===== src/rtl/stage_sequencer_pkg.sv =====
// Shared constants and types for the instruction stage sequencer.
package stage_sequencer_pkg;

  // Fixed stage numbers; Execute/Memory/WriteBack positions depend on NUM_STAGES.
  localparam int STG_IDLE   = 0;
  localparam int STG_FETCH  = 1;
  localparam int STG_DECODE = 2;

  // Memory interface command encodings driven on MEM_r_w_z_z.
  localparam logic [1:0] MEM_READ  = 2'b00;
  localparam logic [1:0] MEM_WRITE = 2'b01;
  localparam logic [1:0] MEM_HIZ   = 2'b11;

  // Per-instruction memory operation supplied by the decoder.
  typedef enum logic [1:0] {
    MOP_NONE = 2'b00,
    MOP_RD   = 2'b01,
    MOP_WR   = 2'b10,
    MOP_RDWB = 2'b11
  } mem_op_e;

  // Role of the current stage number; PH_BAD covers values above NUM_STAGES.
  typedef enum logic [2:0] {
    PH_IDLE,
    PH_FETCH,
    PH_DECODE,
    PH_EXEC,
    PH_MEM,
    PH_WB,
    PH_BAD
  } phase_e;

  // Memory command issued during the Memory stage for a given operation.
  function automatic logic [1:0] mem_code(input mem_op_e op);
    case (op)
      MOP_RD, MOP_RDWB: mem_code = MEM_READ;
      MOP_WR:           mem_code = MEM_WRITE;
      default:          mem_code = MEM_HIZ;
    endcase
  endfunction

endpackage


===== src/rtl/stage_wait_timer.sv =====
// Counts cycles spent waiting for Mem_Ready and raises a sticky fault on timeout.
module stage_wait_timer #(
  parameter int MEM_TIMEOUT = 4
) (
  input  logic clk,
  input  logic reset,
  input  logic wait_active,   // in a wait stage and not stalled this cycle
  input  logic mem_ready,
  input  logic stage_change,  // stage register changes at the next edge
  output logic timeout,       // give up waiting this cycle (no Mem_Ready)
  output logic mem_fault
);

  localparam int CNT_W = (MEM_TIMEOUT > 1) ? $clog2(MEM_TIMEOUT) : 1;
  localparam logic [CNT_W-1:0] CNT_LAST = CNT_W'(MEM_TIMEOUT - 1);

  logic [CNT_W-1:0] count_q;

  // Ready wins over timeout, so a late Mem_Ready never sets the fault.
  assign timeout = wait_active && !mem_ready && (count_q == CNT_LAST);

  // Wait counter: restarts on every stage change, holds while stalled.
  always_ff @(posedge clk) begin
    if (reset) begin
      count_q <= '0;
    end else if (stage_change) begin
      count_q <= '0;
    end else if (wait_active) begin
      count_q <= count_q + 1'b1;
    end
  end

  // Sticky fault flag, cleared only by reset.
  always_ff @(posedge clk) begin
    if (reset) begin
      mem_fault <= 1'b0;
    end else if (timeout) begin
      mem_fault <= 1'b1;
    end
  end

endmodule


===== src/rtl/stage_sequencer.sv =====
// Stage counter and register-enable decoder for the multi-cycle CPU.
// Mem_Ready handshake: in a wait stage (Fetch, or Memory with Mem_Op != none)
// the access completes on any non-stalled cycle where Mem_Ready=1; the stage
// then advances at the next edge. Mem_Ready outside a wait stage or during
// Stall is ignored. If no Mem_Ready arrives within MEM_TIMEOUT cycles the stage
// advances anyway and Mem_Fault is set.
module stage_sequencer
  import stage_sequencer_pkg::*;
#(
  parameter int NUM_STAGES  = 5,
  parameter int STAGE_W     = 3,
  parameter int MEM_TIMEOUT = 4
) (
  input  logic               Clock,
  input  logic               Reset,
  input  logic               Run,
  input  logic               Stall,
  input  logic               NOP_Flag,
  input  logic [1:0]         Mem_Op,
  input  logic               Mem_Ready,
  input  logic               Branch_Taken,
  input  logic               MA_Select_Mem,
  input  logic               PC_Select_WB,
  input  logic               INC_Select_WB,
  output logic [STAGE_W-1:0] Stage,
  output logic               IR_Enable,
  output logic               PC_Enable,
  output logic               RA_Enable,
  output logic               RB_Enable,
  output logic               RZ_Enable,
  output logic               CCR_Enable,
  output logic               RM_Enable,
  output logic               RY_Enable,
  output logic               MA_Select,
  output logic [1:0]         MEM_r_w_z_z,
  output logic               RF_WRITE,
  output logic               PC_Select,
  output logic               INC_Select,
  output logic               Instr_Done,
  output logic               Mem_Fault
);

  localparam logic [STAGE_W-1:0] S_IDLE    = STAGE_W'(STG_IDLE);
  localparam logic [STAGE_W-1:0] S_FETCH   = STAGE_W'(STG_FETCH);
  localparam logic [STAGE_W-1:0] S_DECODE  = STAGE_W'(STG_DECODE);
  localparam logic [STAGE_W-1:0] S_LAST_EX = STAGE_W'(NUM_STAGES - 2);
  localparam logic [STAGE_W-1:0] S_MEM     = STAGE_W'(NUM_STAGES - 1);
  localparam logic [STAGE_W-1:0] S_WB      = STAGE_W'(NUM_STAGES);

  logic [STAGE_W-1:0] stage_q;
  logic [STAGE_W-1:0] stage_d;
  phase_e             phase;
  mem_op_e            mem_op;
  logic               wait_active;
  logic               wait_done;
  logic               timeout;

  assign mem_op = mem_op_e'(Mem_Op);
  assign Stage  = stage_q;

  // Classify the current stage number into its pipeline role.
  always_comb begin
    phase = PH_BAD;
    if (stage_q == S_IDLE)          phase = PH_IDLE;
    else if (stage_q == S_FETCH)    phase = PH_FETCH;
    else if (stage_q == S_DECODE)   phase = PH_DECODE;
    else if (stage_q <= S_LAST_EX)  phase = PH_EXEC;
    else if (stage_q == S_MEM)      phase = PH_MEM;
    else if (stage_q == S_WB)       phase = PH_WB;
  end

  assign wait_active = !Stall &&
                       ((phase == PH_FETCH) || ((phase == PH_MEM) && (mem_op != MOP_NONE)));
  assign wait_done   = wait_active && (Mem_Ready || timeout);

  stage_wait_timer #(
    .MEM_TIMEOUT (MEM_TIMEOUT)
  ) u_wait_timer (
    .clk          (Clock),
    .reset        (Reset),
    .wait_active  (wait_active),
    .mem_ready    (Mem_Ready),
    .stage_change (stage_d != stage_q),
    .timeout      (timeout),
    .mem_fault    (Mem_Fault)
  );

  // Next stage and datapath control decode; Stall overrides at the end.
  always_comb begin
    stage_d     = stage_q;
    IR_Enable   = 1'b0;
    PC_Enable   = 1'b0;
    RA_Enable   = 1'b0;
    RB_Enable   = 1'b0;
    RZ_Enable   = 1'b0;
    CCR_Enable  = 1'b0;
    RM_Enable   = 1'b0;
    RY_Enable   = 1'b0;
    MA_Select   = 1'b1;
    MEM_r_w_z_z = MEM_HIZ;
    RF_WRITE    = 1'b0;
    PC_Select   = 1'b1;
    INC_Select  = 1'b0;
    Instr_Done  = 1'b0;
    case (phase)
      PH_IDLE: begin
        if (Run) stage_d = S_FETCH;
      end
      PH_FETCH: begin
        IR_Enable   = 1'b1;
        MEM_r_w_z_z = MEM_READ;
        if (wait_done) begin
          PC_Enable = 1'b1;
          stage_d   = S_DECODE;
        end
      end
      PH_DECODE: begin
        RA_Enable = 1'b1;
        RB_Enable = 1'b1;
        if (NOP_Flag) begin
          Instr_Done = 1'b1;
          stage_d    = Run ? S_FETCH : S_IDLE;
        end else begin
          stage_d = S_DECODE + 1'b1;
        end
      end
      PH_EXEC: begin
        if (stage_q == S_LAST_EX) begin
          RZ_Enable  = 1'b1;
          RM_Enable  = 1'b1;
          CCR_Enable = 1'b1;
        end
        stage_d = stage_q + 1'b1;
      end
      PH_MEM: begin
        MA_Select   = MA_Select_Mem;
        MEM_r_w_z_z = mem_code(mem_op);
        if ((mem_op == MOP_NONE) || wait_done) begin
          RY_Enable = 1'b1;
          stage_d   = S_WB;
        end
      end
      PH_WB: begin
        MA_Select   = MA_Select_Mem;
        PC_Select   = PC_Select_WB;
        INC_Select  = INC_Select_WB;
        PC_Enable   = Branch_Taken;
        RF_WRITE    = (mem_op == MOP_RDWB);
        MEM_r_w_z_z = Mem_Op[0] ? MEM_READ : MEM_HIZ;
        Instr_Done  = 1'b1;
        stage_d     = Run ? S_FETCH : S_IDLE;
      end
      default: begin
        stage_d = S_IDLE;
      end
    endcase
    if (Stall) begin
      stage_d     = stage_q;
      IR_Enable   = 1'b0;
      PC_Enable   = 1'b0;
      RA_Enable   = 1'b0;
      RB_Enable   = 1'b0;
      RZ_Enable   = 1'b0;
      CCR_Enable  = 1'b0;
      RM_Enable   = 1'b0;
      RY_Enable   = 1'b0;
      RF_WRITE    = 1'b0;
      Instr_Done  = 1'b0;
      MEM_r_w_z_z = MEM_HIZ;
    end
  end

  // Stage register.
  always_ff @(posedge Clock) begin
    if (Reset) begin
      stage_q <= S_IDLE;
    end else begin
      stage_q <= stage_d;
    end
  end

endmodule


===== config.mk =====
export PLATFORM = sky130hd
export DESIGN_NAME = stage_sequencer
export DESIGN_NICKNAME = d
export VERILOG_FILES = /design/src/rtl/stage_sequencer_pkg.sv /design/src/rtl/stage_wait_timer.sv /design/src/rtl/stage_sequencer.sv
export SDC_FILE = /design/constraint.sdc
export NUM_CORES = 1
export LEC_CHECK = 0
export ABC_AREA = 1
export CORE_UTILIZATION = 40
export CTS_CLUSTER_DIAMETER = 40
export DETAILED_ROUTE_END_ITERATION = 7
export PLACE_DENSITY = 0.76
export RECOVER_POWER = 100
export SYNTH_ARGS = -nofsm -noshare
export SYNTH_HDL_FRONTEND = slang
export SYNTH_SLANG_ARGS = --single-unit

===== constraint.sdc =====
create_clock -name Clock -period 2.26 [get_ports Clock]
set_input_delay 0.452 -clock Clock [delete_from_list [all_inputs] [get_ports Clock]]
set_output_delay 0.452 -clock Clock [all_outputs]
set_load 0.01 [all_outputs]

==> flow_metrics.py, run 1 <==
metrics = {
    "status": {
        "run_status": "finished, violations left",
        "violations": "setup timing",
    },
    "layout": {
        "drive_gt1_share_pct": 48.6,
        "diodes": 0,
        "utilization_pct": 85.0,
        "layout.nets": 238,
        "final_common_cell": "buf_4",
        "fillCellCount": 110,
        "post_layout_nonfiller_instances": 245,
        "syn_to_final_growth_pct": 96.6,
        "layout_common_cells": "buf_4, nand2_1, inv_1",
    },
    "clocking": {
        "clk_path_buf_depth": 2,
        "cts_made_buffers": 3,
        "clock-sinks": 6,
        "root_buffer": "clkbuf_4",
        "cts_htree_levels": 1,
        "clkLatencyLatePin_ns": 0.24,
        "cts_tree": "done",
        "cts.clk_slew.worst_paths_ns": 0.04,
    },
    "flow_run": {
        "maxCapViolations": 0,
    },
    "worst_hold_path": {
        "whs_path_depth": 2,
        "hold_path_class": "flip-flop to flip-flop",
    },
    "synthesis": {
        "synth_compound_area_share_pct": 14.6,
        "synth_cells": 146,
        "seq_area_frac_synth_pct": 14.0,
        "synth-seq-cells": 6,
        "synth-simple-area-share_pct": 45.4,
        "yosysTopAreaCell": "nand2_1",
        "avgSynthCellArea_sq_um": 5.87,
        "synthAdderAreaFrac_pct": 8.76,
        "synth.top_cell.area_share_pct": 16.2,
        "yosysWarnings": 0,
        "synth_area_leaders": "nand2_1, dfxtp_1, inv_1",
        "synth.net_count": 164,
        "ys_types": 32,
        "ys.flop_type": "dfxtp_1",
        "syn_area_sq_um": 857,
        "synth-edff-count": 0,
        "synth_top_family_by_area": "simple AND/OR/NAND/NOR gates",
        "synth_xor_area_share_pct": 1.02,
        "ys_async_sr_fraction_pct": 0,
        "synthMuxAreaShare_pct": 1.17,
    },
    "critical_path": {
        "cp_max_fo": 4,
        "worstPathArrival_ns": 2.00,
        "required_ns": 1.81,
        "critPathKind": "flip-flop to primary output",
        "critPathCaptureType": "primary output",
        "r2r_cells": 17,
        "setup.worst_path.start_class": "flip-flop",
    },
    "power": {
        "sequentialPowerShare_pct": 19.0,
        "power.density_nw_per_um2": 375,
        "swShare_pct": 40.5,
        "power.total_mw": 0.631,
        "pwr-share-clk_pct": 14.9,
        "internal_power_mw": 0.375,
        "power_switching_mw": 0.256,
        "pwr-share-comb_pct": 66.1,
        "ir_worst_vdd_v": 0.000421,
        "p_leak_nw": 0.879,
    },
    "global_route": {
        "overflow": 0,
        "grtUsageTotal_pct": 27.1,
        "grt_pass1_wl_um": 4390,
        "grt_pass1_vias": 1043,
        "antenna_found_initial": 0,
        "grt_start_max_net_pins": 11,
    },
    "sta": {
        "hold_slack_ns": 0.486,
        "hold_viol_final": 0,
        "setup_viol": 12,
        "fin_crit_sh_pct": 108,
        "max_slew_margin_pct": 83.5,
        "drv_slew": 0,
        "fin_ws_ns": -0.190,
        "min_period_ns": 2.45,
        "timing.clock.skew_ns": 0.000351,
        "worstMarginPinSlew_ns": 0.244,
        "rsz0062_at_grt": "true",
        "setup_tns_ns": -0.746,
        "max_freq_mhz": 408,
    },
    "floorplan": {
        "die_h_um": 48.3,
        "placementRows": 16,
        "dieArea_sq_um": 2330,
        "ios": 31,
        "die_w_um": 48.3,
        "core_sq_um": 1980,
        "start_util_pct": 43.2,
    },
    "routing": {
        "drc": 0,
        "num_vias": 1264,
        "ant_nets": 0,
        "dr.pass1.iters": 4,
        "wl_um": 3350,
        "dr.first_iter.drc_count": 35,
        "wl_per_cell_um": 13.7,
        "vias_per_cell": 5.16,
    },
    "placement": {
        "dpl.hpwl_um": 2240,
        "place.gp.congestion": 0.872,
        "port_buffers": 30,
        "dpl.cell_count": 232,
    },
}
-- routing by layer --
metal / GRT usage, % / share of wire (%) / vias to the layer above
met5: 0 / 0 / -
met4: 13.3 / 2.2 / 0
met3: 2.59 / 6.8 / 8
met2: 50.4 / 52 / 64
met1: 30.2 / 39 / 582
li1: - / - / 610
-- final cells by class --
class,instances,area [sq um],share of cell area (%)
Timing Repair Buffer,74,591,35.0
Inverter,26,108,6.38
Tap cell,27,33.8,2.00
Multi-Input combinational cell,109,803,47.7
Sequential cell,6,128,7.57
Clock buffer,3,22.5,1.34
-- metrics by stage --
step / instance area [sq um] / setup slack [ns]
after CTS: 1570 / -0.173
final: 1690 / -0.190
after detailed placement: 1430 / -0.448
after global routing: 1690 / -0.239
after global placement: 1430 / -0.298
after floorplan: 873 / 0.00628
-- final timing paths --
check | from | end | slack [ns]
max reg2reg | Stage[1] | u_wait_timer.count_q[1] | -0.02
min | u_wait_timer.mem_fault | u_wait_timer.mem_fault | 0.49
max | Stage[1] | RY_Enable | -0.19
min reg2reg | u_wait_timer.mem_fault | u_wait_timer.mem_fault | 0.49
-- registers in the layout, indices dropped and copies added, names as in the netlist --
| name | flops |
|---|---|
| u_wait_timer.count_q | 2 |
| u_wait_timer.mem_fault | 1 |
| Stage | 3 |
-- power groups by stage --
stage               Clock (mW)  Sequential [mW]  Combinational, mW
finish                  0.0941            0.120              0.417
global route             0.103            0.121              0.444
floorplan                    0            0.122              0.162
CTS                      0.101            0.118              0.346
global placement             0            0.118              0.311
detailed placement           0            0.118              0.320
-- cell usage after synthesis, types with 3 or more instances --
cell / instances
a21oi_1: 5
buf_4: 3
dfxtp_1: 6
ha_1: 6
inv_1: 24
nand2_1: 37
nand2_2: 6
nand3_1: 12
nand3_2: 3
nor2_1: 17
o21ai_0: 3
-- timing repair --
action | in CTS | in global routing
hold buffers | 0 | 0
resized for setup | 69 | 41
pin swaps | 13 | 12
buffers inserted | 4 | 7
endpoints found under the setup margin | 18 | 17
cloned | 0 | 0
-- worst max-delay path, stage by stage, from the launching register on --
cell and delay, ns:
dfxtp_4 0.37, inv_6 0.08, ha_4 0.17, o21ai_2 0.08, buf_4 0.14, a21boi_4 0.20, nand4_1 0.16, nand2_2 0.12
nand2_2 0.07, a211oi_2 0.19, buf_2 0.17
-- cells by family after synthesis --
logic type               count (synthesis)
AND/OR/NAND/NOR                         83
buffers and inverters                   31
AO/OA/AOI/OAI                           18
adder cells (fa/ha/maj)                  6
flip-flops                               6
XOR/XNOR                                 1
multiplexers                             1
Note: power is estimated with default switching activity, not from simulation.
==> inputs of run 2 (changes only) <==
--- a/config.mk
+++ b/config.mk
@@ -11,6 +11,7 @@
 export DETAILED_ROUTE_END_ITERATION = 7
 export PLACE_DENSITY = 0.76
 export RECOVER_POWER = 100
+export REMOVE_ABC_BUFFERS = 1
 export SYNTH_ARGS = -nofsm -noshare
 export SYNTH_HDL_FRONTEND = slang
 export SYNTH_SLANG_ARGS = --single-unit
==> flow_metrics.py, run 2 <==
metrics = {
    "synthesis": {
        "seq_area_frac_synth_pct": 14.0,
        "synth_most_common_cell": "nand2_1",
        "yosysTopAreaCell": "nand2_1",
        "synth.top_cell.area_share_pct": 16.2,
        "synth_cells": 146,
        "ys_types": 32,
        "avgSynthCellArea_sq_um": 5.87,
        "ys_async_sr_fraction_pct": 0,
        "synth-seq-cells": 6,
        "syn_area_sq_um": 857,
        "synth_common_cells": "nand2_1, inv_1, nor2_1, nand3_1",
        "ys.flop_type": "dfxtp_1",
        "yosysWarnings": 0,
        "synth-edff-count": 0,
        "synth_area_leaders": "nand2_1, dfxtp_1, inv_1",
    },
    "floorplan": {
        "die_h_um": 48.3,
        "die_w_um": 48.3,
        "ios": 31,
        "placementRows": 16,
        "start_util_pct": 43.2,
    },
    "global_route": {
        "overflow": 4,
        "grt_start_max_net_pins": 11,
        "grtUsageTotal_pct": 61.1,
    },
    "placement": {
        "dpl_cell_area_sq_um": 1430,
        "place.gp.congestion": 0.898,
        "dp_slack_ns": -0.422,
        "dpl.cell_count": 234,
        "dpl.hpwl_um": 2320,
        "port_buffers": 30,
    },
    "clocking": {
        "cts_made_buffers": 3,
        "clock-sinks": 6,
        "root_buffer": "clkbuf_4",
        "cts_htree_levels": 1,
        "clk_path_buf_depth": 2,
    },
    "status": {
        "run_status": "stopped before the end",
        "lastStage": "5_1_grt",
        "tool.error": "[ERROR GRT-0232] Routing congestion too high. Check the congestion heatmap in the GUI.",
    },
    "sta": {
        "postGrtWorstEndpoint": "RY_Enable",
        "worst-ep-kind": "top-level output",
    },
}
[run 2: cell counts after synthesis]
Identical to the previous run, type by type.
[run 2: routing by layer]
layer  overflow  track usage [%]
met1          0             58.9
met2          2             85.3
met3          0             33.3
met4          2             71.1
met5          0                0
[run 2: timing repair]
item	4_1_cts
pin swaps	18
endpoints found under the setup margin	18
hold buffers	0
endpoints found under the hold margin	0
setup buffers	14
resized for setup	110
[run 2: cell families after synthesis]
kind of cell    share of synthesized area [%]
simple gates                             45.4
buf+inv                                  15.0
compound gates                           14.6
fa+ha+maj                                8.76
flops                                    14.0
xor+xnor                                 1.02
mux                                      1.17
[run 2: per-stage QoR]
stage,util [%],setup TNS [ns]
after detailed placement,72.2,-5.45
after global placement,72.2,-3.93
after CTS,84.9,-0.599
after floorplan,-,-1.66
==> inputs of run 3 (changes only) <==
--- a/config.mk
+++ b/config.mk
@@ -6,10 +6,10 @@
 export NUM_CORES = 1
 export LEC_CHECK = 0
 export ABC_AREA = 1
-export CORE_UTILIZATION = 40
-export CTS_CLUSTER_DIAMETER = 40
+export CORE_AREA = 2 2 63 65
 export DETAILED_ROUTE_END_ITERATION = 7
-export PLACE_DENSITY = 0.76
+export DIE_AREA = 0 0 65 67
+export PLACE_DENSITY_LB_ADDON = 0.15
 export RECOVER_POWER = 100
 export REMOVE_ABC_BUFFERS = 1
 export SYNTH_ARGS = -nofsm -noshare
==> constraint.sdc (replaced) <==
create_clock -name Clock -period 2.94 [get_ports Clock]
set_input_delay 0.588 -clock Clock [delete_from_list [all_inputs] [get_ports Clock]]
set_output_delay 0.588 -clock Clock [all_outputs]
set_load 0.01 [all_outputs]
==> flow_metrics.py, run 3 (synthesized netlist as in run 1, its figures left out) <==
metrics = {
    "sta": {
        "max_slew_margin_pct": 84.2,
        "drv_slew": 0,
        "hold_viol_final": 0,
        "hold_slack_ns": 0.484,
        "setup_viol": 0,
        "max_freq_mhz": 357,
        "timing.clock.skew_ns": 0.00377,
        "min_period_ns": 2.80,
        "fin_crit_sh_pct": 95.4,
        "worstMarginPinSlew_ns": 0.234,
    },
    "routing": {
        "dr.first_iter.drc_count": 23,
        "vias_per_cell": 4.37,
        "wl_per_cell_um": 10.5,
        "num_vias": 1070,
        "wl_um": 2560,
        "dr.pass1.iters": 4,
        "drc": 0,
        "ant_nets": 0,
    },
    "floorplan": {
        "die_h_um": 67,
        "dieArea_sq_um": 4360,
        "core_sq_um": 3610,
        "ios": 31,
        "die_w_um": 65,
        "start_util_pct": 23.8,
        "placementRows": 22,
    },
    "power": {
        "power.total_mw": 0.438,
        "p_leak_nw": 0.760,
        "power.density_nw_per_um2": 306,
        "ir_worst_vdd_v": 0.000205,
    },
    "clocking": {
        "cts_resized": 11,
        "cts_made_buffers": 3,
        "cts.clk_slew.worst_paths_ns": 0.04,
        "ctsHoldBuffers": 0,
        "root_buffer": "clkbuf_8",
        "clk_path_buf_depth": 2,
        "cts_tree": "done",
        "clock-sinks": 6,
        "postCtsSetupRepairBufs": 0,
        "cts_htree_levels": 1,
        "clkLatencyLatePin_ns": 0.22,
    },
    "critical_path": {
        "required_ns": 2.35,
        "cp_cell_sequence": "inv_1 -> ha_2 -> o21ai_1 -> buf_4 -> a21boi_4 -> buf_4 -> nor4_2 -> buf_4 -> clkdlybuf4s50_1",
        "max_stage_delay_ns": 0.52,
        "worstPathArrival_ns": 2.22,
        "cpMostUsedCell": "buf_4",
        "cp_max_fo": 5,
        "critPathCaptureType": "primary output",
        "critPathKind": "flip-flop to primary output",
        "crit_slowest_cell": "clkdlybuf4s50_1",
        "setup.worst_path.start_class": "flip-flop",
    },
    "placement": {
        "port_buffers": 30,
        "dpl.cell_count": 242,
        "dpl.hpwl_um": 2180,
        "place.gp.congestion": 0.780,
    },
    "global_route": {
        "grt_start_max_net_pins": 11,
        "met3_usage_pct": 1.86,
        "antenna_found_initial": 0,
        "met1_usage_pct": 15.1,
        "grt_pass1_vias": 1051,
        "grt_pass1_wl_um": 4330,
        "grt-busiest-layer": "met2",
        "grtUsageTotal_pct": 12.6,
        "met2_usage_pct": 23.2,
        "overflow": 0,
    },
    "layout": {
        "post_layout_nonfiller_instances": 245,
        "largest_register_ffs": 3,
        "utilization_pct": 39.7,
        "layout_common_cells": "nand2_1, inv_1, buf_4",
        "syn_to_final_growth_pct": 66.9,
        "layout.nets": 217,
        "final_common_cell": "nand2_1",
        "diodes": 0,
        "drive_gt1_share_pct": 25.4,
    },
    "flow_run": {
        "maxCapViolations": 0,
    },
    "status": {
        "run_status": "finished, final reports clean",
    },
    "worst_hold_path": {
        "hold_path_class": "flip-flop to flip-flop",
    },
}
[run 3: final cells by class]
| type | instances | area [sq um] |
|---|---|---|
| Fill cell | 407 | 2180 |
| Multi-Input combinational cell | 109 | 646 |
| Timing Repair Buffer | 53 | 463 |
| Sequential cell | 6 | 123 |
| Inverter | 26 | 97.6 |
| Tap cell | 48 | 60.1 |
| Clock buffer | 3 | 41.3 |
[run 3: path summary, 6_finish.rpt]
kind | end | slack [ns] | from | cells past startpoint
min | u_wait_timer.mem_fault | 0.48 | u_wait_timer.mem_fault | 2
max reg2reg | u_wait_timer.count_q[0] | 0.61 | Stage[0] | 20
min reg2reg | u_wait_timer.mem_fault | 0.48 | u_wait_timer.mem_fault | 2
max | CCR_Enable | 0.14 | Stage[1] | 9
[run 3: metal layers]
metal	share of wire, %	wire length [um]	up-vias
met5	0	0	-
met3	5.3	137	4
met2	48	1230	28
met4	0.66	17	0
met1	46	1180	476
li1	-	-	562
[run 3: per-stage QoR]
step | setup TNS [ns] | worst slack, ns | area, sq um
4_1_cts | 0 | 0.0215 | 1410
6_report | 0 | 0.136 | 1430
2_1_floorplan | 0 | 0.175 | 826
5_1_grt | -0.00798 | -0.00733 | 1430
3_5_place_dp | 0 | 0.00502 | 1360
3_3_place_gp | 0 | 0.0482 | 1360
[run 3: report_power, final]
part	leakage (nW)	switching (mW)	internal, mW	total [mW]
logic	0.689	0.118	0.109	0.227
clock network	0.0216	0.0324	0.0877	0.120
registers	0.0494	0.00438	0.0864	0.0908
total	0.760	0.155	0.283	0.438
[run 3: critical path, delay by kind of cell (launching register included)]
family	cells	cell delay [ns]
AND/OR/NAND/NOR	1	0.14
flip-flops	1	0.36
buffers and inverters	5	1.06
adder cells (fa/ha/maj)	1	0.21
AO/OA/AOI/OAI	2	0.23
==> inputs of run 4 (changes only) <==
==> constraint.sdc (replaced) <==
create_clock -name Clock -period 2.94 [get_ports Clock]
set_input_delay 0.441 -clock Clock [delete_from_list [all_inputs] [get_ports Clock]]
set_output_delay 0.441 -clock Clock [all_outputs]
set_load 0.01 [all_outputs]
==> flow_metrics.py, run 4 (synthesized netlist as in run 1, its figures left out) <==
metrics = {
    "status": {
        "run_status": "finished, final reports clean",
    },
    "layout": {
        "syn_to_final_growth_pct": 55.3,
        "layout.nets": 203,
        "final_common_cell": "nand2_1",
        "diodes": 0,
        "largest_register_ffs": 3,
        "layout_common_cells": "nand2_1, inv_1, clkdlybuf4s50_1",
        "drive_gt1_share_pct": 19.1,
    },
    "critical_path": {
        "setup.worst_path.start_class": "flip-flop",
        "critPathCaptureType": "primary output",
        "critPathKind": "flip-flop to primary output",
        "required_ns": 2.50,
        "worstPathArrival_ns": 2.43,
        "cp_max_fo": 7,
    },
    "routing": {
        "num_vias": 1005,
        "vias_per_cell": 4.35,
        "ant_nets": 0,
        "drc": 0,
        "dr.pass1.iters": 4,
        "dr.first_iter.drc_count": 60,
        "wl_per_cell_um": 11.1,
        "wl_um": 2570,
    },
    "global_route": {
        "grt_pass1_wl_um": 4190,
        "grtUsageTotal_pct": 12.1,
        "grt_start_max_net_pins": 11,
        "grt_pass1_vias": 937,
        "overflow": 0,
        "antenna_found_initial": 0,
    },
    "floorplan": {
        "start_util_pct": 23.8,
        "dieArea_sq_um": 4360,
        "core_sq_um": 3610,
        "die_h_um": 67,
        "ios": 31,
        "placementRows": 22,
        "die_w_um": 65,
    },
    "power": {
        "power.density_nw_per_um2": 315,
        "ir_worst_vdd_v": 0.000228,
        "p_leak_nw": 0.677,
        "power.total_mw": 0.420,
    },
    "sta": {
        "worstMarginPinSlew_ns": 0.494,
        "min_period_ns": 2.87,
        "hold_viol_final": 0,
        "max_freq_mhz": 349,
        "timing.clock.skew_ns": 0.000269,
        "drv_slew": 0,
        "fin_crit_sh_pct": 97.5,
        "rsz0062_at_grt": "true",
        "hold_slack_ns": 0.479,
        "max_slew_margin_pct": 66.8,
        "setup_tns_ns": 0,
        "fin_ws_ns": 0.0735,
        "setup_viol": 0,
    },
    "clocking": {
        "root_buffer": "clkbuf_8",
        "ctsHoldBuffers": 0,
        "cts_tree": "done",
        "clkLatencyLatePin_ns": 0.22,
        "clk_path_buf_depth": 2,
        "postCtsSetupRepairBufs": 0,
        "cts.clk_slew.worst_paths_ns": 0.03,
        "cts_made_buffers": 3,
        "cts_htree_levels": 1,
        "clock-sinks": 6,
    },
    "flow_run": {
        "maxCapViolations": 0,
    },
    "placement": {
        "dp_slack_ns": 0.0215,
        "dpl.hpwl_um": 2120,
        "place.gp.congestion": 0.848,
        "port_buffers": 30,
    },
    "worst_hold_path": {
        "hold_path_class": "flip-flop to flip-flop",
    },
}
==> run 4: final timing paths <==
path                                              from                       to  slack, ns  depth (start not counted)
worst max-delay path                          Stage[1]                RZ_Enable       0.07                          7
worst min-delay path            u_wait_timer.mem_fault   u_wait_timer.mem_fault       0.48                          2
worst max register to register                Stage[0]  u_wait_timer.count_q[0]       0.61                         15
worst min register to register  u_wait_timer.mem_fault   u_wait_timer.mem_fault       0.48                          2
==> run 4: final cells by class <==
cell class | instances | area, sq um
fillers | 394 | 2270
multi-input cells | 109 | 634
repair buffers | 39 | 374
flip-flops and latches | 6 | 124
inverters | 26 | 97.6
well taps | 48 | 60.1
clock buffers | 3 | 41.3
==> run 4: metrics by stage <==
step | instance area, sq um | utilization, % | std cells
after CTS | 1310 | 36.3 | 231
after global routing | 1330 | 36.9 | 231
after floorplan | 826 | - | 141
final | 1330 | 36.9 | 231
after global placement | 1250 | 34.8 | 228
after detailed placement | 1250 | 34.8 | 228
==> run 4: repair_timing <==
action | CTS | global route
pin swaps | 0 | 1
gates cloned | 0 | 0
resized for setup | 5 | 8
endpoints found under the setup margin | 9 | 12
==> run 4: worst max-delay path: stages, from the launching register on <==
cell and delay, ns:
dfxtp_2 0.38, inv_1 0.11, ha_2 0.21, nor2_1 0.16
a21oi_2 0.10, buf_4 0.18, nor4_1 0.43, clkdlybuf4s50_1 0.63
==> run 4: per-layer routing <==
layer / vias up / share of wire, % / global-route usage, %
li1: 539 / - / -
met1: 440 / 48 / 16.1
met2: 26 / 47 / 20.7
met3: 0 / 5.1 / 1.52
met4: 0 / 0 / 2.39
met5: - / 0 / 0
==> run 4: power by group <==
group	total, mW	internal, mW	switching [mW]
Sequential	0.0917	0.0864	0.00533
Clock	0.120	0.0877	0.0321
Combinational	0.208	0.0965	0.111
